--- src/rtl/dmem_arbiter.sv ---
// Round-robin arbiter between the load/store unit (port 0) and a secondary requester
// (port 1) in front of the shared data memory, which samples its inputs on negedge.
module dmem_arbiter #(
    parameter int ADDR_W        = 16,
    parameter int DATA_W        = 16,
    parameter int ACCESS_CYCLES = 1
) (
    input  logic              clk,
    input  logic              rst,
    input  logic              p0_req,
    input  logic              p0_wr,
    input  logic [ADDR_W-1:0] p0_addr,
    input  logic [DATA_W-1:0] p0_wdata,
    output logic              p0_ack,
    output logic [DATA_W-1:0] p0_rdata,
    input  logic              p1_req,
    input  logic              p1_wr,
    input  logic [ADDR_W-1:0] p1_addr,
    input  logic [DATA_W-1:0] p1_wdata,
    output logic              p1_ack,
    output logic [DATA_W-1:0] p1_rdata,
    output logic [ADDR_W-1:0] mem_addr,
    output logic [DATA_W-1:0] mem_din,
    output logic              mem_wen,
    output logic              mem_ren,
    input  logic [DATA_W-1:0] mem_dout,
    output logic              busy
);
    typedef enum logic [1:0] {IDLE, ACCESS, DONE} state_e;

    localparam logic [3:0] CNT_INIT = 4'(ACCESS_CYCLES - 1);

    state_e            state_q;
    logic              lastGrant_q;
    logic              winner_q;
    logic              winWr_q;
    logic [3:0]        waitCnt_q;
    logic [ADDR_W-1:0] memAddr_q;
    logic [DATA_W-1:0] memDin_q;
    logic              memWen_q;
    logic              memRen_q;
    logic              p0Ack_q;
    logic              p1Ack_q;
    logic [DATA_W-1:0] p0Rdata_q;
    logic [DATA_W-1:0] p1Rdata_q;

    logic              grantValid;
    logic              grantPort;
    logic              selWr;
    logic [ADDR_W-1:0] selAddr;
    logic [DATA_W-1:0] selWdata;

    // A lone requester always wins; on contention the port that did not win last time goes first.
    always_comb begin
        grantValid = p0_req | p1_req;
        grantPort  = p1_req;
        if (p0_req && p1_req) begin
            grantPort = ~lastGrant_q;
        end
        selWr    = grantPort ? p1_wr    : p0_wr;
        selAddr  = grantPort ? p1_addr  : p0_addr;
        selWdata = grantPort ? p1_wdata : p0_wdata;
    end

    always_ff @(posedge clk or posedge rst) begin
        if (rst) begin
            state_q     <= IDLE;
            lastGrant_q <= 1'b1;
            winner_q    <= 1'b0;
            winWr_q     <= 1'b0;
            waitCnt_q   <= '0;
            memAddr_q   <= '0;
            memDin_q    <= '0;
            memWen_q    <= 1'b0;
            memRen_q    <= 1'b0;
            p0Ack_q     <= 1'b0;
            p1Ack_q     <= 1'b0;
            p0Rdata_q   <= '0;
            p1Rdata_q   <= '0;
        end else begin
            case (state_q)
                IDLE: begin
                    if (grantValid) begin
                        winner_q    <= grantPort;
                        winWr_q     <= selWr;
                        memAddr_q   <= selAddr;
                        memDin_q    <= selWdata;
                        memWen_q    <= selWr;
                        memRen_q    <= ~selWr;
                        lastGrant_q <= grantPort;
                        waitCnt_q   <= CNT_INIT;
                        state_q     <= ACCESS;
                    end
                end
                ACCESS: begin
                    if (waitCnt_q == 4'd0) begin
                        // mem_dout is only meaningful here, at the end of a read window.
                        if (!winWr_q) begin
                            if (winner_q) begin
                                p1Rdata_q <= mem_dout;
                            end else begin
                                p0Rdata_q <= mem_dout;
                            end
                        end
                        memAddr_q <= '0;
                        memDin_q  <= '0;
                        memWen_q  <= 1'b0;
                        memRen_q  <= 1'b0;
                        p0Ack_q   <= ~winner_q;
                        p1Ack_q   <= winner_q;
                        state_q   <= DONE;
                    end else begin
                        waitCnt_q <= waitCnt_q - 4'd1;
                    end
                end
                DONE: begin
                    p0Ack_q <= 1'b0;
                    p1Ack_q <= 1'b0;
                    state_q <= IDLE;
                end
                default: begin
                    state_q <= IDLE;
                end
            endcase
        end
    end

    assign mem_addr = memAddr_q;
    assign mem_din  = memDin_q;
    assign mem_wen  = memWen_q;
    assign mem_ren  = memRen_q;
    assign p0_ack   = p0Ack_q;
    assign p1_ack   = p1Ack_q;
    assign p0_rdata = p0Rdata_q;
    assign p1_rdata = p1Rdata_q;
    assign busy     = (state_q != IDLE);

endmodule

--- config.mk ---
export PLATFORM = sky130hd
export DESIGN_NAME = dmem_arbiter
export DESIGN_NICKNAME = d
export VERILOG_FILES = /design/src/rtl/dmem_arbiter.sv
export SDC_FILE = /design/constraint.sdc
export NUM_CORES = 1
export LEC_CHECK = 0
export BUFFER_PORTS_ARGS = -buffer_cell sky130_fd_sc_hd__buf_4
export CORE_MARGIN = 1
export CORE_UTILIZATION = 46
export CTS_CLUSTER_SIZE = 14
export DETAILED_ROUTE_END_ITERATION = 12
export PLACE_DENSITY_LB_ADDON = 0.08
export REMOVE_ABC_BUFFERS = 1
export SYNTH_ARGS = -nofsm -noshare
export SYNTH_HDL_FRONTEND = slang
export SYNTH_SLANG_ARGS = --single-unit
--- constraint.sdc ---
create_clock -name clk -period 3.1 [get_ports clk]
set_clock_uncertainty 0.05 [all_clocks]
set_input_delay 0.155 -clock clk [delete_from_list [all_inputs] [get_ports clk]]
set_output_delay 0.155 -clock clk [all_outputs]
set_load 0.005 [all_outputs]
-- Word level (Yosys, flattened, before mapping)
Cells that the tools add are included.
- bits in registers: 77
- latch bits: 0
- memory bits (writable): 0
- ROM bits: 0
- output and inout port bits: 69
- logic and storage cells: 61
- memories: 0
- add/sub/neg operators: 1
- $mul: 0
- divide/modulo/power cells: 0
- order comparisons: 0
- equal/unequal tests: 5
- shifts and indexed selects: 0
- mux-type cells: 24
- bitwise gates (word level): 5
- reduce and logical (&&, ||, !) cells: 13
- operators with widths (kind ; count):
    $mux 16 ; 5
    $pmux 16 s2 ; 2
    $mux 4 ; 2
    $pmux 1 s2 ; 4
    $pmux 4 s2 ; 1
    $reduce_and 4->1 ; 2
    $mux 1 ; 7
    $ne 2x2->1 const B ; 3
    $reduce_and 2->1 ; 3
    $reduce_and 3->1 ; 2
    $reduce_bool 2->1 ; 3
    $logic_not 4->1 ; 1
    $mux 2 ; 2
    $not 1->1 ; 4
    $pmux 2 s2 ; 1
    $sub 4x1->4 const B ; 1
    $eq 2x1->1 const B ; 1
    $eq 2x2->1 const B ; 1
    $logic_not 2->1 ; 1
    $logic_and 1x1->1 ; 1
    $or 1x1->1 ; 1

-- Depth between registers and ports, before layout
Gate-level depths: netlist (run 1).
- depth after elaboration: 6
- mapped depth: 8
- depth with buffers taken out: 5

-- Worst setup path after synthesis (run 1)
OpenSTA, ideal clock, no wires.
- kind: reg2reg
- from: reg waitCnt_q[0]
- to: reg p1Rdata_q[0] (netlist: p1_rdata[0])
- data arrival time: 2.117 ns
- required time: 2.925 ns
- setup slack: 0.808 ns
- cell stages (with the launch flop): 9
- cell sequence: dfrtp_1 > inv_1 > ha_1 > or3b_1 > buf_6 > or4_4 > buf_6 > buf_12 > mux2_4
- cells in the longest elaborated chain, start to end: 2
- RTL lines (element ; RTL line ; RTL):
    start, declared ; 37 ; logic [3:0] waitCnt_q;
    start signal, assigned ; 113 ; waitCnt_q <= waitCnt_q - 4'd1;
    $logic_not 4->1 ; 96 ; if (waitCnt_q == 4'd0) begin
    $reduce_and 4->1 (no line) ; - ;
    end signal, assigned ; 100 ; p1Rdata_q <= mem_dout;
    end, declared ; 45 ; logic [DATA_W-1:0] p1Rdata_q;
No other way between the ends.
A chain may end at the register's enable or synchronous reset.

-- Worst setup path after layout (run 1)
Same ends and word-level chain as after synthesis.

==> results of run 1 <==
synth_stat cells, drive strengths merged:
master / number / share of area
dfstp: 1 / 0.0076
o2bb2ai: 33 / 0.083
a21boi: 2 / 0.0043
dfrtp: 76 / 0.55
or4: 2 / 0.0058
nor4: 1 / 0.0061
clkbuf: 21 / 0.023
a31oi: 1 / 0.0018
a211oi: 1 / 0.0022
buf: 4 / 0.014
nand3: 4 / 0.0058
mux2: 35 / 0.12
o22ai: 1 / 0.0018
inv: 5 / 0.0054
ha: 2 / 0.0072
nor2b: 1 / 0.0018
a22oi: 32 / 0.069
nor2: 4 / 0.0043
a32oi: 1 / 0.0025
or3b: 1 / 0.0025
a211o: 1 / 0.0029
o21ai: 39 / 0.056
mux2i: 1 / 0.0029
nand2: 2 / 0.0022
a22o: 1 / 0.0025
a21oi: 1 / 0.0014
or3: 1 / 0.0018
nand2b: 3 / 0.0054
nor3b: 1 / 0.0022
nor3: 1 / 0.0014
report_power, final:
part,switching (mW),total (mW),internal [mW]
combinational,0.884,1.99,1.11
sequential,0.281,1.74,1.46
clock,0.343,0.900,0.557
through the flow:
step | setup WS (ns) | utilization | power [mW]
2_1_floorplan | 0.823 | - | 2.72
3_3_place_gp | 0.844 | 0.644 | 3.69
3_5_place_dp | 0.765 | 0.644 | 3.75
4_1_cts | 0.727 | 0.683 | 4.68
5_1_grt | 0.646 | 0.684 | 4.94
6_report | 0.741 | 0.684 | 4.64
state kept, by name (all words and copies together), names as in the netlist:
name         flops
mem_addr        16
mem_din         16
p0_rdata        16
p1_rdata        16
waitCnt_q        4
state_q          2
lastGrant_q      1
mem_ren          1
mem_wen          1
p0_ack           1
p1_ack           1
winWr_q          1
winner_q         1
cells by family after synthesis:
kind of cell / Yosys count
AOI/OAI and AO/OA: 113
DFF: 77
muxes: 36
buffers and inverters: 30
and+or+nand+nor: 21
adders and majority gates: 2
worst reg2reg max path, delay by kind of cell (launching register included):
family                     cells  cell delay, ns
adders and majority gates      1            0.17
DFF                            1            0.39
and+or+nand+nor                2            1.16
buffers and inverters          1            0.13
muxes                          1            0.35
repair_timing:
action                    4_1_cts  5_1_grt
hold endpoints to repair       35        1
buffers inserted                0        0
hold buffers                    4        1
routing by layer:
layer / vias to the layer above / track usage / wire, µm
li1: 1359 / - / -
met1: 1404 / 0.314 / 3840
met2: 132 / 0.341 / 4350
met3: 11 / 0.0588 / 703
met4: 0 / 0.0997 / 145
met5: - / 0 / 0
cell type report:
cell class	count	share of cell area
Multi-Input combinational cell	172	0.282
Clock buffer	12	0.0292
Inverter	5	0.00403
Timing Repair Buffer	165	0.252
Tap cell	99	0.0249
Clock inverter	4	0.0192
Sequential cell	77	0.388
worst paths after layout:
kind	start	endpoint	slack, ns	cells after the start
min reg2reg	mem_din[1]	mem_din[1]	0.44	1
min in group asynchronous	rst	mem_addr[11]	0.37	3
max in group asynchronous	rst	p1_rdata[12]	1.92	4
min	mem_dout[13]	p0_rdata[13]	0.01	2
max reg2reg	waitCnt_q[0]	p1_rdata[0]	0.74	5
max	waitCnt_q[0]	p1_rdata[0]	0.74	5
==> flow_metrics.py, run 1 <==
metrics = {
    "floorplanning": {
        "coreArea_mm2": 0.00725,
        "die_h_um": 88.8,
        "die_w_um": 88.8,
        "dieArea_mm2": 0.00789,
        "io_pins": 155,
        "fp-row-count": 31,
        "initial_core_util": 0.478,
    },
    "cts": {
        "cts_num_sinks": 77,
        "cts-resized-gates": 0,
        "cts_tree": "built",
        "ctsRootBufferMaster": "clkbuf_8",
        "cts_max_path_buffers": 2,
        "clkTransAtPathRegs_ns": 0.08,
        "cts_inserted_buffers": 9,
        "htreeDepth": 3,
        "clk_latency_ns": 0.33,
    },
    "cells_and_area": {
        "area_delta_synth_final_pct": 43.1,
        "nets": 518,
        "seq_area_mm2": 0.00193,
        "fillers": 534,
        "final_cell_mix": "160 x buf_4, 76 x dfrtp_1, 39 x o21ai_0",
        "multi_input_area_mm2": 0.00140,
        "layout_commonest_cell": "buf_4",
        "fin_area_mm2": 0.00496,
        "diodes": 0,
        "drive_gt1_frac": 0.499,
        "fin_cells": 534,
    },
    "job": {
        "cap_violations": 0,
    },
    "placement": {
        "finalWeightedCongestion": 0.779,
        "dp.cells": 513,
        "hpwl_um": 6080,
        "post_dp_cell_area_mm2": 0.00467,
        "port_buffers": 154,
    },
    "worst_setup_path": {
        "crit_type": "reg2reg",
        "cp_top_family": "simple AND/OR/NAND/NOR gates",
        "crit_chain": "inv_1 > ha_1 > or3b_1 > or4_4 > mux2_4",
        "max_stage_delay_ns": 0.69,
        "cp_data_arrival_time_ns": 2.52,
        "slowest_stage": "or4_4",
        "cp_max_fo": 16,
        "critPathCaptureType": "flip-flop",
        "worstPathRequired_ns": 3.27,
        "critical_path_buf_inv_count": 1,
        "startpoint_type": "flip-flop",
    },
    "synth": {
        "ys_ff_latch": 77,
        "seq_area_frac_synth": 0.556,
        "muxShareOfSynthArea": 0.127,
        "avgSynthCellArea_um2": 12.4,
        "synth_xor_xnor_area_share": 0,
        "synth_simple_gate_area_frac": 0.0393,
        "synth_top_family_by_area": "compound AO/OA/AOI/OAI gates",
        "synth_area_mm2": 0.00347,
        "yosysUniqueCellTypes": 35,
        "synth_compound_area_frac": 0.228,
        "ys_warn_count": 0,
        "synthCells": 279,
        "synth_adder_area_share": 0.00722,
    },
    "sta": {
        "tns_ns": 0,
        "finalHoldViolCount": 0,
        "period_needed_ns": 2.36,
        "slew_viol_final": 0,
        "slew_headroom": 0.547,
        "grt_setup_unrepaired": "false",
        "hold-worst-slack_ns": 0.0116,
        "fin_crit_sh": 0.761,
        "setup-violations-final": 0,
        "fmax_ghz": 0.424,
        "worst_pin_slew_ns": 0.673,
    },
    "grt": {
        "grt_pass1_vias": 2651,
        "antenna_found_initial": 0,
        "grt_usage": 0.228,
        "gr-total-overflow": 0,
        "grt_pass1_wl_um": 13400,
        "grt_max_degree": 39,
    },
    "routing": {
        "wl_per_cell_um": 16.9,
        "drc": 0,
        "wirelength_um": 9030,
        "via_count": 2906,
        "drtPass1Iterations": 4,
        "ant_nets": 0,
        "drtIter0Drc": 123,
        "routed_via_density": 5.44,
    },
    "power_and_ir_drop": {
        "p_per_area_mw_per_mm2": 934,
        "p_leak_nw": 2.37,
        "ir_drop_mv": 0.502,
    },
    "min_path": {
        "hold_path_class": "in2reg",
    },
    "run_status": {
        "status": "finished, final reports clean",
    },
}
(Power assumes the default switching activity.)
==> run 2: changes to the inputs <==
--- a/config.mk
+++ b/config.mk
@@ -7,7 +7,7 @@
 export LEC_CHECK = 0
 export BUFFER_PORTS_ARGS = -buffer_cell sky130_fd_sc_hd__buf_4
 export CORE_MARGIN = 1
-export CORE_UTILIZATION = 46
+export CORE_UTILIZATION = 43
 export CTS_CLUSTER_SIZE = 14
 export DETAILED_ROUTE_END_ITERATION = 12
 export PLACE_DENSITY_LB_ADDON = 0.08
==> constraint.sdc (replaced) <==
create_clock -name clk -period 1.9 [get_ports clk]
set_clock_uncertainty 0.05 [all_clocks]
set_input_delay 0.095 -clock clk [delete_from_list [all_inputs] [get_ports clk]]
set_output_delay 0.095 -clock clk [all_outputs]
set_load 0.005 [all_outputs]
==> flow_metrics.py, run 2 (synthesized netlist as in run 1, its figures left out) <==
metrics = {
    "cts": {
        "clk_latency_ns": 0.34,
        "ctsRootBufferMaster": "clkbuf_8",
        "cts_max_path_buffers": 2,
        "cts_num_sinks": 77,
        "cts_tree": "built",
        "cts_inserted_buffers": 9,
        "clkTransAtPathRegs_ns": 0.08,
        "htreeDepth": 3,
    },
    "routing": {
        "via_count": 3167,
        "drtPass1Iterations": 4,
        "drc": 0,
        "wirelength_um": 10500,
        "routed_via_density": 5.46,
        "drtIter0Drc": 135,
        "wl_per_cell_um": 18.1,
        "ant_nets": 0,
    },
    "worst_setup_path": {
        "critical_path_buf_inv_count": 4,
        "ff2ff_setup_slack_ns": -0.22,
        "crit_type": "reg2reg",
        "cp_data_arrival_time_ns": 2.29,
        "cp_top_family": "buffers and inverters",
        "cp_max_fo": 6,
        "max_stage_delay_ns": 0.41,
        "startpoint_type": "flip-flop",
        "slowest_stage": "a211o_4",
        "critPathCaptureType": "flip-flop",
        "crit_chain": "inv_2 > ha_4 > or3b_4 > buf_6 > buf_4 > a211o_4 > clkbuf_16 > o2bb2ai_2",
        "worstPathRequired_ns": 2.07,
    },
    "floorplanning": {
        "io_pins": 155,
        "die_w_um": 91.8,
        "coreArea_mm2": 0.00777,
        "fp-row-count": 32,
        "initial_core_util": 0.447,
        "dieArea_mm2": 0.00843,
        "die_h_um": 91.8,
    },
    "sta": {
        "grt_setup_unrepaired": "true",
        "hold-worst-slack_ns": 0.0157,
        "slew_headroom": 0.519,
        "fin_crit_sh": 1.12,
        "tns_ns": -12.34,
        "period_needed_ns": 2.12,
        "setup-violations-final": 65,
        "slew_viol_final": 0,
        "finalHoldViolCount": 0,
        "worst_pin_slew_ns": 0.721,
        "fmax_ghz": 0.472,
        "timing.final.ws_setup_ns": -0.220,
    },
    "cells_and_area": {
        "final_cell_mix": "174 x buf_4, 76 x dfrtp_1, 39 x o21ai_0",
        "drive_gt1_frac": 0.586,
        "diodes": 0,
        "area_delta_synth_final_pct": 69.9,
        "nets": 561,
        "layout_commonest_cell": "buf_4",
        "fillers": 491,
        "fin_cells": 580,
    },
    "min_path": {
        "hold_path_class": "in2reg",
    },
    "placement": {
        "port_buffers": 154,
        "dp.cells": 529,
        "hpwl_um": 6190,
        "finalWeightedCongestion": 0.783,
    },
    "power_and_ir_drop": {
        "p_leak_nw": 2.75,
        "p_per_area_mw_per_mm2": 1570,
        "ir_drop_mv": 0.986,
    },
    "run_status": {
        "violations": "negative setup slack",
        "status": "finished with violations",
    },
    "grt": {
        "grt_pass1_vias": 3034,
        "grt_max_degree": 41,
        "gr-total-overflow": 0,
        "antenna_found_initial": 0,
        "grt_pass1_wl_um": 15500,
        "grt_usage": 0.235,
    },
    "job": {
        "cap_violations": 0,
    },
}
run 2: cell count changes in the layout (fill, tap and decap cells not counted), moves of 14 or more:
cell / change
mux2_2: -16
o2bb2ai_1: -33
o2bb2ai_2: +21
dlygate4sd3_1: +19
buf_4: +14
mux2_4: +16
run 2: cell type report:
type	instances	area (µm²)	area share
Tap cell	102	128	0.0217
Clock inverter	5	81.3	0.0138
Sequential cell	77	1930	0.327
Clock buffer	11	141	0.0240
Timing Repair Buffer	208	1750	0.297
Inverter	5	20.0	0.00340
Multi-Input combinational cell	172	1850	0.313
run 2: path summary, 6_finish.rpt:
kind | from | to | cells past startpoint
worst max-delay path | waitCnt_q[1] | mem_addr[13] | 8
worst min-delay path | p1_req | lastGrant_q | 3
worst max register to register | waitCnt_q[1] | mem_addr[13] | 8
worst min register to register | mem_din[3] | mem_din[3] | 1
max in group asynchronous | rst | mem_din[15] | 4
min in group asynchronous | rst | p0_rdata[4] | 3
run 2: tightest hold or removal path: cells and delay by family:
family                 cells  cell delay (ns)
AO/OA/AOI/OAI              2             0.17
buffers and inverters      1             0.14
run 2: per-layer routing:
metal	routed length, µm	up-vias	track usage	share of wire
met4	248	0	0.0794	0.024
met1	4450	1570	0.312	0.42
met3	535	22	0.0522	0.051
met5	0	-	0	0
li1	-	1450	-	-
met2	5300	125	0.380	0.50
run 2: where the power goes:
group / internal, mW / switching (mW) / leakage (nW) / total [mW]
clock network: 0.779 / 0.599 / 0.110 / 1.38
registers: 2.39 / 0.565 / 0.957 / 2.95
logic: 2.93 / 1.98 / 1.68 / 4.91
run 2: through the flow:
step / utilization / setup WS (ns) / area [µm²] / total power, mW
2_1_floorplan: - / -0.377 / 3340 / 4.44
3_3_place_gp: 0.621 / -0.210 / 4830 / 6.37
3_5_place_dp: 0.621 / -0.262 / 4830 / 6.42
4_1_cts: 0.698 / -0.203 / 5420 / 8.13
5_1_grt: 0.759 / -0.301 / 5890 / 9.74
6_report: 0.759 / -0.220 / 5890 / 9.24
run 2: timing repair:
| action | 4_1_cts | 5_1_grt |
|---|---|---|
| hold endpoints to repair | 76 | 0 |
| gates resized for setup | 22 | 48 |
| gates cloned | 1 | 4 |
| buffers inserted | 3 | 3 |
| hold buffers | 24 | 0 |
| pin swaps | 3 | 5 |
| endpoints found under the setup margin | 65 | 65 |
